### config.mk
export PLATFORM = sky130hd
export DESIGN_NAME = perceptron_train_sched_flat
export DESIGN_NICKNAME = d
export VERILOG_FILES = /design/src/rtl/perceptron_train_sched_if.sv /design/src/rtl/perceptron_train_sched.sv /design/src/flat_wrapper.sv
export SDC_FILE = /design/constraint.sdc
export NUM_CORES = 1
export LEC_CHECK = 0
export ABC_AREA = 1
export CAP_MARGIN = 20
export CORE_AREA = 2 2 97 145
export CTS_BUF_LIST = sky130_fd_sc_hd__clkbuf_16
export CTS_CLUSTER_SIZE = 16
export DETAILED_ROUTE_END_ITERATION = 8
export DIE_AREA = 0 0 99 147
export GPL_ROUTABILITY_DRIVEN = 0
export SKIP_LAST_GASP = 1
export SYNTH_ARGS = -nofsm -noshare
export SYNTH_HDL_FRONTEND = slang
export SYNTH_SLANG_ARGS = --single-unit
### constraint.sdc
create_clock -name clk -period 1.9 [get_ports clk]
set_input_delay 0.19 -clock clk [delete_from_list [all_inputs] [get_ports clk]]
set_output_delay 0.19 -clock clk [all_outputs]
set_load 0.01 [all_outputs]
### src/rtl/perceptron_train_sched_if.sv
// perceptron_train_sched_if: bundles the host start/status signals and the
// core/sample-memory signals of the perceptron training sequencer.
//   master modport: the sequencer (drives core_rst, core_control, sample_idx, status)
//   slave modport : the environment (drives start, abort, core_done, core_err)
// Parameter IDX_W sets the width of sample_idx and err_cnt.
interface perceptron_train_sched_if #(
    parameter int unsigned IDX_W = 10
);
    logic             start;
    logic             abort;
    logic             core_done;
    logic             core_err;
    logic             core_rst;
    logic [3:0]       core_control;
    logic [IDX_W-1:0] sample_idx;
    logic             busy;
    logic             done;
    logic             converged;
    logic [7:0]       epoch_cnt;
    logic [IDX_W-1:0] err_cnt;
    logic             timeout;

    modport master (
        input  start, abort, core_done, core_err,
        output core_rst, core_control, sample_idx, busy, done, converged,
               epoch_cnt, err_cnt, timeout
    );

    modport slave (
        output start, abort, core_done, core_err,
        input  core_rst, core_control, sample_idx, busy, done, converged,
               epoch_cnt, err_cnt, timeout
    );
endinterface

### src/rtl/perceptron_train_sched.sv
// perceptron_train_sched: training sequencer for core_perceptron. Walks the
// sample index, pulses the core load/reset, drives the core control word,
// tallies misclassified samples per epoch and repeats epochs until a
// zero-error epoch (optional early stop) or the epoch limit.
//
// Ports:
//   clk  - rising-edge clock
//   rst  - asynchronous reset, active-low
//   bus  - perceptron_train_sched_if.master
//          in : start, abort, core_done, core_err
//          out: core_rst, core_control, sample_idx, busy, done, converged,
//               epoch_cnt, err_cnt, timeout (all registered)
//
// Build option: define PERC_EARLY_STOP_EN to finish on the first zero-error
// epoch; otherwise training always runs MAX_EPOCHS epochs.
module perceptron_train_sched #(
    parameter int unsigned NUM_SAMPLES    = 500,
    parameter int unsigned IDX_W          = 10,
    parameter int unsigned MAX_EPOCHS     = 16,
    parameter int unsigned LOAD_CYCLES    = 5,
    parameter int unsigned TIMEOUT_CYCLES = 80
) (
    input logic                     clk,
    input logic                     rst,
    perceptron_train_sched_if.master bus
);

`ifdef PERC_EARLY_STOP_EN
    localparam bit EarlyStop = 1'b1;
`else
    localparam bit EarlyStop = 1'b0;
`endif

    localparam int unsigned CNT_W = 16;

    localparam logic [CNT_W-1:0] LoadLast    = CNT_W'(LOAD_CYCLES - 1);
    localparam logic [CNT_W-1:0] TimeoutLast = CNT_W'(TIMEOUT_CYCLES - 1);
    localparam logic [CNT_W-1:0] CntOne      = CNT_W'(1);
    localparam logic [IDX_W-1:0] LastIdx     = IDX_W'(NUM_SAMPLES - 1);
    localparam logic [IDX_W-1:0] IdxOne      = IDX_W'(1);
    localparam logic [7:0]       MaxEp       = 8'(MAX_EPOCHS);

    typedef enum logic [2:0] {
        StIdle,
        StLoad,
        StRun,
        StNext,
        StEpochEnd,
        StFinish
    } state_e;

    state_e           state_q, state_d;
    logic [CNT_W-1:0] cnt_q, cnt_d;
    logic [IDX_W-1:0] idx_q, idx_d;
    logic [IDX_W-1:0] accum_q, accum_d;
    logic [IDX_W-1:0] err_q, err_d;
    logic [7:0]       epoch_q, epoch_d;
    logic             done_q, done_d;
    logic             conv_q, conv_d;
    logic             tmo_q, tmo_d;
    logic             core_rst_q, core_rst_d;
    logic [3:0]       ctrl_q, ctrl_d;
    logic             busy_q, busy_d;

    always_ff @(posedge clk or negedge rst) begin
        if (!rst) begin
            state_q    <= StIdle;
            cnt_q      <= '0;
            idx_q      <= '0;
            accum_q    <= '0;
            err_q      <= '0;
            epoch_q    <= '0;
            done_q     <= 1'b0;
            conv_q     <= 1'b0;
            tmo_q      <= 1'b0;
            core_rst_q <= 1'b0;
            ctrl_q     <= '0;
            busy_q     <= 1'b0;
        end else begin
            state_q    <= state_d;
            cnt_q      <= cnt_d;
            idx_q      <= idx_d;
            accum_q    <= accum_d;
            err_q      <= err_d;
            epoch_q    <= epoch_d;
            done_q     <= done_d;
            conv_q     <= conv_d;
            tmo_q      <= tmo_d;
            core_rst_q <= core_rst_d;
            ctrl_q     <= ctrl_d;
            busy_q     <= busy_d;
        end
    end

    always_comb begin
        state_d = state_q;
        cnt_d   = cnt_q;
        idx_d   = idx_q;
        accum_d = accum_q;
        err_d   = err_q;
        epoch_d = epoch_q;
        done_d  = done_q;
        conv_d  = conv_q;
        tmo_d   = tmo_q;

        if (state_q != StIdle && bus.abort) begin
            // Abort outranks start and core_done; status counters hold.
            state_d = StIdle;
            done_d  = 1'b0;
        end else begin
            case (state_q)
                StIdle: begin
                    if (bus.start) begin
                        state_d = StLoad;
                        cnt_d   = '0;
                        idx_d   = '0;
                        epoch_d = '0;
                        err_d   = '0;
                        accum_d = '0;
                        done_d  = 1'b0;
                        conv_d  = 1'b0;
                        tmo_d   = 1'b0;
                    end
                end
                StLoad: begin
                    if (cnt_q == LoadLast) begin
                        state_d = StRun;
                        cnt_d   = '0;
                    end else begin
                        cnt_d = cnt_q + CntOne;
                    end
                end
                StRun: begin
                    // core_done wins over a coincident timeout expiry.
                    if (bus.core_done) begin
                        accum_d = accum_q + IDX_W'(bus.core_err);
                        state_d = StNext;
                    end else if (cnt_q == TimeoutLast) begin
                        tmo_d   = 1'b1;
                        accum_d = accum_q + IdxOne;
                        state_d = StNext;
                    end else begin
                        cnt_d = cnt_q + CntOne;
                    end
                end
                StNext: begin
                    cnt_d = '0;
                    if (idx_q == LastIdx) begin
                        state_d = StEpochEnd;
                    end else begin
                        idx_d   = idx_q + IdxOne;
                        state_d = StLoad;
                    end
                end
                StEpochEnd: begin
                    err_d   = accum_q;
                    epoch_d = epoch_q + 8'd1;
                    accum_d = '0;
                    // Always tracks the epoch just completed, so without early
                    // stop it ends up describing the final epoch.
                    conv_d  = (accum_q == '0);
                    if (EarlyStop && accum_q == '0) begin
                        state_d = StFinish;
                    end else if (epoch_q + 8'd1 == MaxEp) begin
                        state_d = StFinish;
                    end else begin
                        idx_d   = '0;
                        cnt_d   = '0;
                        state_d = StLoad;
                    end
                end
                StFinish: begin
                    done_d  = 1'b1;
                    state_d = StIdle;
                end
                default: state_d = StIdle;
            endcase
        end

        // Registered outputs decoded from the next state so they line up with it.
        core_rst_d = (state_d == StLoad);
        ctrl_d     = (state_d == StRun) ? 4'b1111 : 4'b0000;
        busy_d     = (state_d != StIdle);
    end

    assign bus.core_rst     = core_rst_q;
    assign bus.core_control = ctrl_q;
    assign bus.sample_idx   = idx_q;
    assign bus.busy         = busy_q;
    assign bus.done         = done_q;
    assign bus.converged    = conv_q;
    assign bus.epoch_cnt    = epoch_q;
    assign bus.err_cnt      = err_q;
    assign bus.timeout      = tmo_q;

endmodule

### src/flat_wrapper.sv
// flat-port wrapper written by rule: the top's interface ports become plain ports
module perceptron_train_sched_flat 
#(
    parameter int unsigned NUM_SAMPLES    = 500,
    parameter int unsigned IDX_W          = 10,
    parameter int unsigned MAX_EPOCHS     = 16,
    parameter int unsigned LOAD_CYCLES    = 5,
    parameter int unsigned TIMEOUT_CYCLES = 80
)
  (clk, rst, bus_start, bus_abort, bus_core_done, bus_core_err, bus_core_rst, bus_core_control, bus_sample_idx, bus_busy, bus_done, bus_converged, bus_epoch_cnt, bus_err_cnt, bus_timeout);
  perceptron_train_sched_if #(.IDX_W(IDX_W)) bus_i ();
  input logic clk;
  input logic rst;
  input wire logic [$bits(bus_i.start)-1:0] bus_start;
  input wire logic [$bits(bus_i.abort)-1:0] bus_abort;
  input wire logic [$bits(bus_i.core_done)-1:0] bus_core_done;
  input wire logic [$bits(bus_i.core_err)-1:0] bus_core_err;
  output wire logic [$bits(bus_i.core_rst)-1:0] bus_core_rst;
  output wire logic [$bits(bus_i.core_control)-1:0] bus_core_control;
  output wire logic [$bits(bus_i.sample_idx)-1:0] bus_sample_idx;
  output wire logic [$bits(bus_i.busy)-1:0] bus_busy;
  output wire logic [$bits(bus_i.done)-1:0] bus_done;
  output wire logic [$bits(bus_i.converged)-1:0] bus_converged;
  output wire logic [$bits(bus_i.epoch_cnt)-1:0] bus_epoch_cnt;
  output wire logic [$bits(bus_i.err_cnt)-1:0] bus_err_cnt;
  output wire logic [$bits(bus_i.timeout)-1:0] bus_timeout;
  assign bus_i.start = bus_start;
  assign bus_i.abort = bus_abort;
  assign bus_i.core_done = bus_core_done;
  assign bus_i.core_err = bus_core_err;
  assign bus_core_rst = bus_i.core_rst;
  assign bus_core_control = bus_i.core_control;
  assign bus_sample_idx = bus_i.sample_idx;
  assign bus_busy = bus_i.busy;
  assign bus_done = bus_i.done;
  assign bus_converged = bus_i.converged;
  assign bus_epoch_cnt = bus_i.epoch_cnt;
  assign bus_err_cnt = bus_i.err_cnt;
  assign bus_timeout = bus_i.timeout;
  perceptron_train_sched #(.NUM_SAMPLES(NUM_SAMPLES), .IDX_W(IDX_W), .MAX_EPOCHS(MAX_EPOCHS), .LOAD_CYCLES(LOAD_CYCLES), .TIMEOUT_CYCLES(TIMEOUT_CYCLES)) u_core (.clk(clk), .rst(rst), .bus(bus_i));
endmodule
==> metrics.md, run 1 <==
| Metric | Value |
|---|---|
| Status | `complete, no violations` |
| Yosys cell types | `32` |
| Most frequent cell after synthesis | `nand2_1` |
| Clk_lat worst skew | `0.33 ns` |
| Cell Area, Synth | `3890 um2` |
| Tmin final | `1.82 ns` |
| Area post-placement | `4650 um2` |
| H-Tree Level Count | `3` |
| Crit path cell chain | `ha_2 > nand2_2 > inv_2 > nand3_1 > nor2_2 > nand3_2 > nand2_2 > buf_6 > nor2_4 > buf_12 > buf_6 > nand3_1 > nand2_1` |
| First-pass GRT wire length | `17400 um` |
| RSZ-0062 raised after global routing | `true` |
| Top_reg_cell synth | `dfrtp_1` |
| Final setup vio count | `0` |
| Worst-path fanout max | `6` |
| Element type at the critical path start | `flop` |
| Slew Limit Fails | `0` |
| Grt met1 use | `16.7%` |
| Finished Cell Area | `5100 um2` |
| Clock Skew | `0.0102 ns` |
| Die X | `99 um` |
| Hold WS | `0.393 ns` |
| Overflow after GRT | `0` |
| # port buffers | `42` |
| Core area | `13300 um2` |
| Met3 usage | `2.57%` |
| Largest stage delay, worst path | `0.35 ns` |
| Layout cells sized above 1 | `13.9%` |
| DR WL/cell | `13.8 um` |
| Synth Warn # | `0` |
| DP Worst Slack | `-0.201 ns` |
| Pwr Total | `4.46 mW` |
| # rows | `52` |
| Post-Route WL | `10900 um` |
| Maximum VDD drop | `621 uV` |
| Grt met2 use | `27.5%` |
| Synth Net Count | `558` |
| Worst slew margin | `66.3%` |
| Largest net degree at the start of global routing | `30` |
| Overall routing resource usage | `14.7%` |
| Pwr dens | `874 nW/um2` |
| Pleak | `2.33 nW` |
| Top post-synthesis cells by area | `dfrtp_1, nand2_1, nand3_1` |
| I/O pin count | `43` |
| Post-Place Cells | `764` |
| Final Non-Filler Cells | `788` |
| CTS max path bufs | `2` |
| CTS root buf | `clkbuf_16` |
| Worst EP arrival | `2.04 ns` |
| Max Clock Freq | `550 MHz` |
| Final hold vios | `0` |
| CTS tree | `built` |
| Sequential area share after synthesis | `40.5%` |
| Final core occ | `38.3%` |
| Antenna fix cells | `0` |
| Flops & latches, synth | `63` |
| Vias per cell | `4.81` |
| WP data required | `2.12 ns` |
| Via count | `3790` |
| Share of the synthesized area in the top cell type | `40.5%` |
| Worst setup path category | `flop to flop` |
| Buffer and inverter count on the worst path | `4` |
| Drt pass-1 iters | `4` |
| DRT iter0 DRCs | `178` |
| Initial antenna violation count | `0` |
| Max Cap Violations | `0` |
| Least-Margin Pin Slew | `0.505 ns` |
| Post-detail-place hpwl | `7930 um` |
| Sink Count | `63` |
| Async S/R FF share, synth | `100%` |
| Register Area | `1580 um2` |
| Hold Path Class | `input port to asynchronous set/reset pin` |
| Post-synth EDFFs | `0` |
| GR peak layer | `met2` |
| Die ar. | `14600 um2` |
| Setup tns final | `0 ns` |
| DRC viols | `0` |
| Final ANT Viol Nets | `0` |
| Cells after Synth | `545` |
| Vias in the first global route | `3637` |
| Crit. End Element | `flop` |
| Die Height | `147 um` |
| Avg Cell Area, Syn | `7.14 um2` |
| Period utilization | `95.7%` |
| Synth-to-layout area growth | `31.0%` |
| Area leader, netlist | `dfrtp_1` |
| Multi-input gate area | `2030 um2` |
| Setup WS post-layout | `0.0818 ns` |
| Critical-path top delay cell | `dfrtp_1` |
| # fillers | `1363` |
| CTS clk-pin slew, worst paths | `0.06 ns` |
| Cell family with most CP delay | `simple AND/OR/NAND/NOR gates` |
| Num CTS Buffers | `9` |
| Commonest cells post-synth | `nand2_1, dfrtp_1, nor2_1` |
| # nets final | `634` |
| Initial Utilization | `29.2%` |
## area by class of cell
cell class / instances / area share [%]
clock inverters: 7 / 1.57
flip-flops and latches: 63 / 30.9
clock buffers: 9 / 4.41
well taps: 162 / 3.97
inverters: 59 / 4.41
multi-input cells: 406 / 39.8
repair buffers: 82 / 14.9
## logic make-up (layout without fill, tap and decap cells)
group                    after synthesis  in the layout  synth area share [%]
XOR/XNOR                              17             17                  3.82
adder cells (fa/ha/maj)                7              7                  2.25
AO/OA/AOI/OAI                         56             56                  7.68
AND/OR/NAND/NOR                      325            326                  36.8
flip-flops                            63             63                  40.5
buffers and inverters                 77            157                  8.93
## sequential cells by signal, summed over array words and instances (netlist names), 3 cells and up
| signal | flops |
|---|---|
| u_core.bus.err_cnt | 10 |
| u_core.accum_q | 10 |
| u_core.bus.sample_idx | 10 |
| u_core.state_q | 3 |
| u_core.cnt_q | 16 |
| u_core.bus.epoch_cnt | 8 |
## placed cells by master (no fill, tap or decap), drive strengths merged, types with 3 or more instances in the layout
cell and count:
o21ai 32, clkinv 3, nor2 61, buf 40, clkdlybuf4s50 41, dfrtp 63, o21bai 4, inv 60
clkbuf 9, nand2 174, ha 7, nor3 9, xor2 14, nand3 57, xnor2 3, a21oi 15
nand4 21
## per-layer routing
| metal | wire length (um) | share of wire, % | vias to the layer above |
|---|---|---|---|
| met4 | 229 | 2.1 | 0 |
| met2 | 5970 | 55 | 79 |
| li1 | - | - | 1902 |
| met3 | 366 | 3.4 | 19 |
| met1 | 4330 | 40 | 1790 |
| met5 | 0 | 0 | - |
## final timing paths
check                                 from                        to  slack (ns)  cells after the start
setup / recovery           u_core.cnt_q[1]          u_core.cnt_q[12]        0.08                     13
hold / removal                         rst   u_core.bus.epoch_cnt[4]        0.39                      2
setup reg to reg           u_core.cnt_q[1]          u_core.cnt_q[12]        0.08                     13
hold reg to reg            u_core.bus.done           u_core.bus.done        0.47                      2
max in group asynchronous              rst  u_core.bus.sample_idx[4]        0.74                      3
min in group clk           u_core.bus.done           u_core.bus.done        0.47                      2
## where the power goes
group | total [mW] | switching [mW] | internal (mW)
clock | 1.70 | 0.576 | 1.13
sequential | 1.46 | 0.0525 | 1.41
combinational | 1.30 | 0.820 | 0.479
## repair_timing
action,4_1_cts,5_1_grt
endpoints found under the hold margin,19,0
buffers inserted,0,5
setup endpoints to repair,0,36
hold buffers,1,0
resized for setup,0,22
Note: power is estimated with default switching activity, not from simulation.
==> run 2: changes to the inputs <==
--- a/config.mk
+++ b/config.mk
@@ -7,12 +7,13 @@
 export LEC_CHECK = 0
 export ABC_AREA = 1
 export CAP_MARGIN = 20
-export CORE_AREA = 2 2 97 145
+export CORE_AREA = 2 2 79 119
 export CTS_BUF_LIST = sky130_fd_sc_hd__clkbuf_16
 export CTS_CLUSTER_SIZE = 16
 export DETAILED_ROUTE_END_ITERATION = 8
-export DIE_AREA = 0 0 99 147
+export DIE_AREA = 0 0 81 121
 export GPL_ROUTABILITY_DRIVEN = 0
+export PLACE_DENSITY = 0.65
 export SKIP_LAST_GASP = 1
 export SYNTH_ARGS = -nofsm -noshare
 export SYNTH_HDL_FRONTEND = slang
==> run 2 against run 1 <==
Against the previous run: worst hold slack improved by 0.0035 ns; sequential share of layout area increased by 0.72 points; sequential cell count unchanged; clock-buffer cell count unchanged; clock power increased by 8%; cell count decreased by 7.0%; register-to-register slack improved by 0.08 ns; setup slack improved by 0.076 ns; via count decreased by 0.40%; clock skew decreased by 0.0056 ns; critical path type is now input port to flop; largest power group unchanged.
==> metrics.md, run 2 (synthesis gave the netlist of run 1 again) <==
| Metric | Value |
|---|---|
| Largest stage delay, worst path | `0.48 ns` |
| Largest register by flop count | `u_core.cnt_q` |
| CTS max path bufs | `2` |
| Antenna fix cells | `0` |
| Sequential power share | `32.7%` |
| Via count | `3775` |
| Register Area | `1580 um2` |
| Worst-path fanout max | `3` |
| Sink Count | `63` |
| Hold WS | `0.396 ns` |
| Most frequent cells in the layout | `nand2_1, dfrtp_1, inv_1` |
| Final hold vios | `0` |
| Final setup vio count | `0` |
| Finished Cell Area | `4980 um2` |
| Max Clock Freq | `574 MHz` |
| Pleak | `2.33 nW` |
| Clk_lat worst skew | `0.33 ns` |
| DR WL/cell | `13.7 um` |
| Setup tns final | `0 ns` |
| Vias per cell | `5.15` |
| RSZ-0062 raised after global routing | `false` |
| CTS root buf | `clkbuf_16` |
| Status | `complete, no violations` |
| Pwr dens | `892 nW/um2` |
| Core area | `8720 um2` |
| Max reg flops | `16` |
| Commonest non-fill, non-tap cell in the layout | `nand2_1` |
| Post-detail-place hpwl | `7430 um` |
| Die ar. | `9800 um2` |
| CTS clk-pin slew, worst paths | `0.05 ns` |
| Largest net degree at the start of global routing | `64` |
| Critical-path top delay cell | `clkdlybuf4s50_1` |
| Initial antenna violation count | `0` |
| Overflow after GRT | `0` |
| Post-Route WL | `10100 um` |
| Die Height | `121 um` |
| First-pass GRT wire length | `17100 um` |
| Clock power frac | `41.1%` |
| Post-Place Cells | `714` |
| Switching share of power | `30.9%` |
| # nets final | `631` |
| Maximum VDD drop | `674 uV` |
| Clock Skew | `0.00458 ns` |
| Final ANT Viol Nets | `0` |
| Initial Utilization | `44.6%` |
| Area post-placement | `4600 um2` |
| Overall routing resource usage | `22.6%` |
| Tmin final | `1.74 ns` |
| CTS tree | `built` |
| Layout cells sized above 1 | `12.0%` |
| Worst EP arrival | `1.95 ns` |
| Final Non-Filler Cells | `733` |
| Element type at the critical path start | `input port` |
| WP data required | `2.11 ns` |
| H-Tree Level Count | `3` |
| Num CTS Buffers | `9` |
| DP Worst Slack | `-0.224 ns` |
| Least-Margin Pin Slew | `0.398 ns` |
| DRT iter0 DRCs | `167` |
| Pwr Total | `4.45 mW` |
| # port buffers | `42` |
| Setup WS post-layout | `0.158 ns` |
| Multi-input gate area | `2000 um2` |
| Hold Path Class | `input port to asynchronous set/reset pin` |
| Die X | `81 um` |
| Logic gate share of total power | `26.2%` |
| Pint | `3.07 mW` |
| Worst setup path category | `input port to flop` |
| Max Cap Violations | `0` |
| Vias in the first global route | `3639` |
| # fillers | `839` |
| DRC viols | `0` |
| Sw Pwr | `1.37 mW` |
| I/O pin count | `43` |
| Slew Limit Fails | `0` |
| Synth-to-layout area growth | `28.0%` |
| Drt pass-1 iters | `5` |
| Crit path cell chain | `clkdlybuf4s50_1 > inv_1 > or2_2 > ha_1 > ha_1 > nand3_1 > inv_1 > nand2_1 > xor2_1 > nor2_1 > nand2_1 > o21ai_0` |
| # rows | `42` |
| Period utilization | `91.7%` |
| Final core occ | `57.1%` |
| Crit. End Element | `flop` |
| Worst slew margin | `73.2%` |
run 2: layout make-up:
class,count,share of cell area [%]
clock buffer,9,4.52
inverter,59,4.44
multi-input combinational,405,40.1
timing repair buffer,80,14.4
tap,110,2.76
sequential,63,31.6
clock inverter,7,2.11
run 2: power groups by stage:
stage / Combinational, mW / Sequential [mW] / Clock, mW
6_report: 1.16 / 1.45 / 1.83
5_1_grt: 1.29 / 1.46 / 1.92
3_5_place_dp: 1.12 / 1.47 / 0
3_3_place_gp: 1.11 / 1.47 / 0
4_1_cts: 1.15 / 1.45 / 1.86
2_1_floorplan: 0.711 / 1.49 / 0
run 2: layer usage:
layer,wire (um),part of all wire (%),global-route usage [%],vias to the layer above
li1,-,-,-,1904
met2,5430,54,39.7,74
met1,4040,40,25.9,1773
met3,301,3.0,3.87,24
met4,303,3.0,10.6,0
met5,0,0,0,-
run 2: critical path: cells and delay by family:
| kind | cells | cell delay (ns) |
|---|---|---|
| simple gates | 5 | 0.58 |
| buf+inv | 3 | 0.59 |
| compound gates | 1 | 0.07 |
| xor+xnor | 1 | 0.14 |
| fa+ha+maj | 2 | 0.39 |
run 2: timing repair:
action | CTS | global route
endpoints found under the setup margin | 16 | 48
hold buffers | 1 | 0
hold endpoints to repair | 63 | 0
pin swaps | 1 | 0
buffers inserted | 2 | 0
resized for setup | 0 | 7
run 2: final timing paths:
check / depth (start not counted) / slack [ns] / start / to
worst min-delay path: 3 / 0.40 / rst / u_core.cnt_q[10]
worst max register to register: 9 / 0.16 / u_core.bus.epoch_cnt[0] / u_core.cnt_q[0]
worst min register to register: 2 / 0.48 / u_core.bus.done / u_core.bus.done
max in group asynchronous: 3 / 1.21 / rst / u_core.cnt_q[7]
min in group clk: 2 / 0.48 / u_core.bus.done / u_core.bus.done
worst max-delay path: 12 / 0.16 / bus_core_done / u_core.accum_q[8]
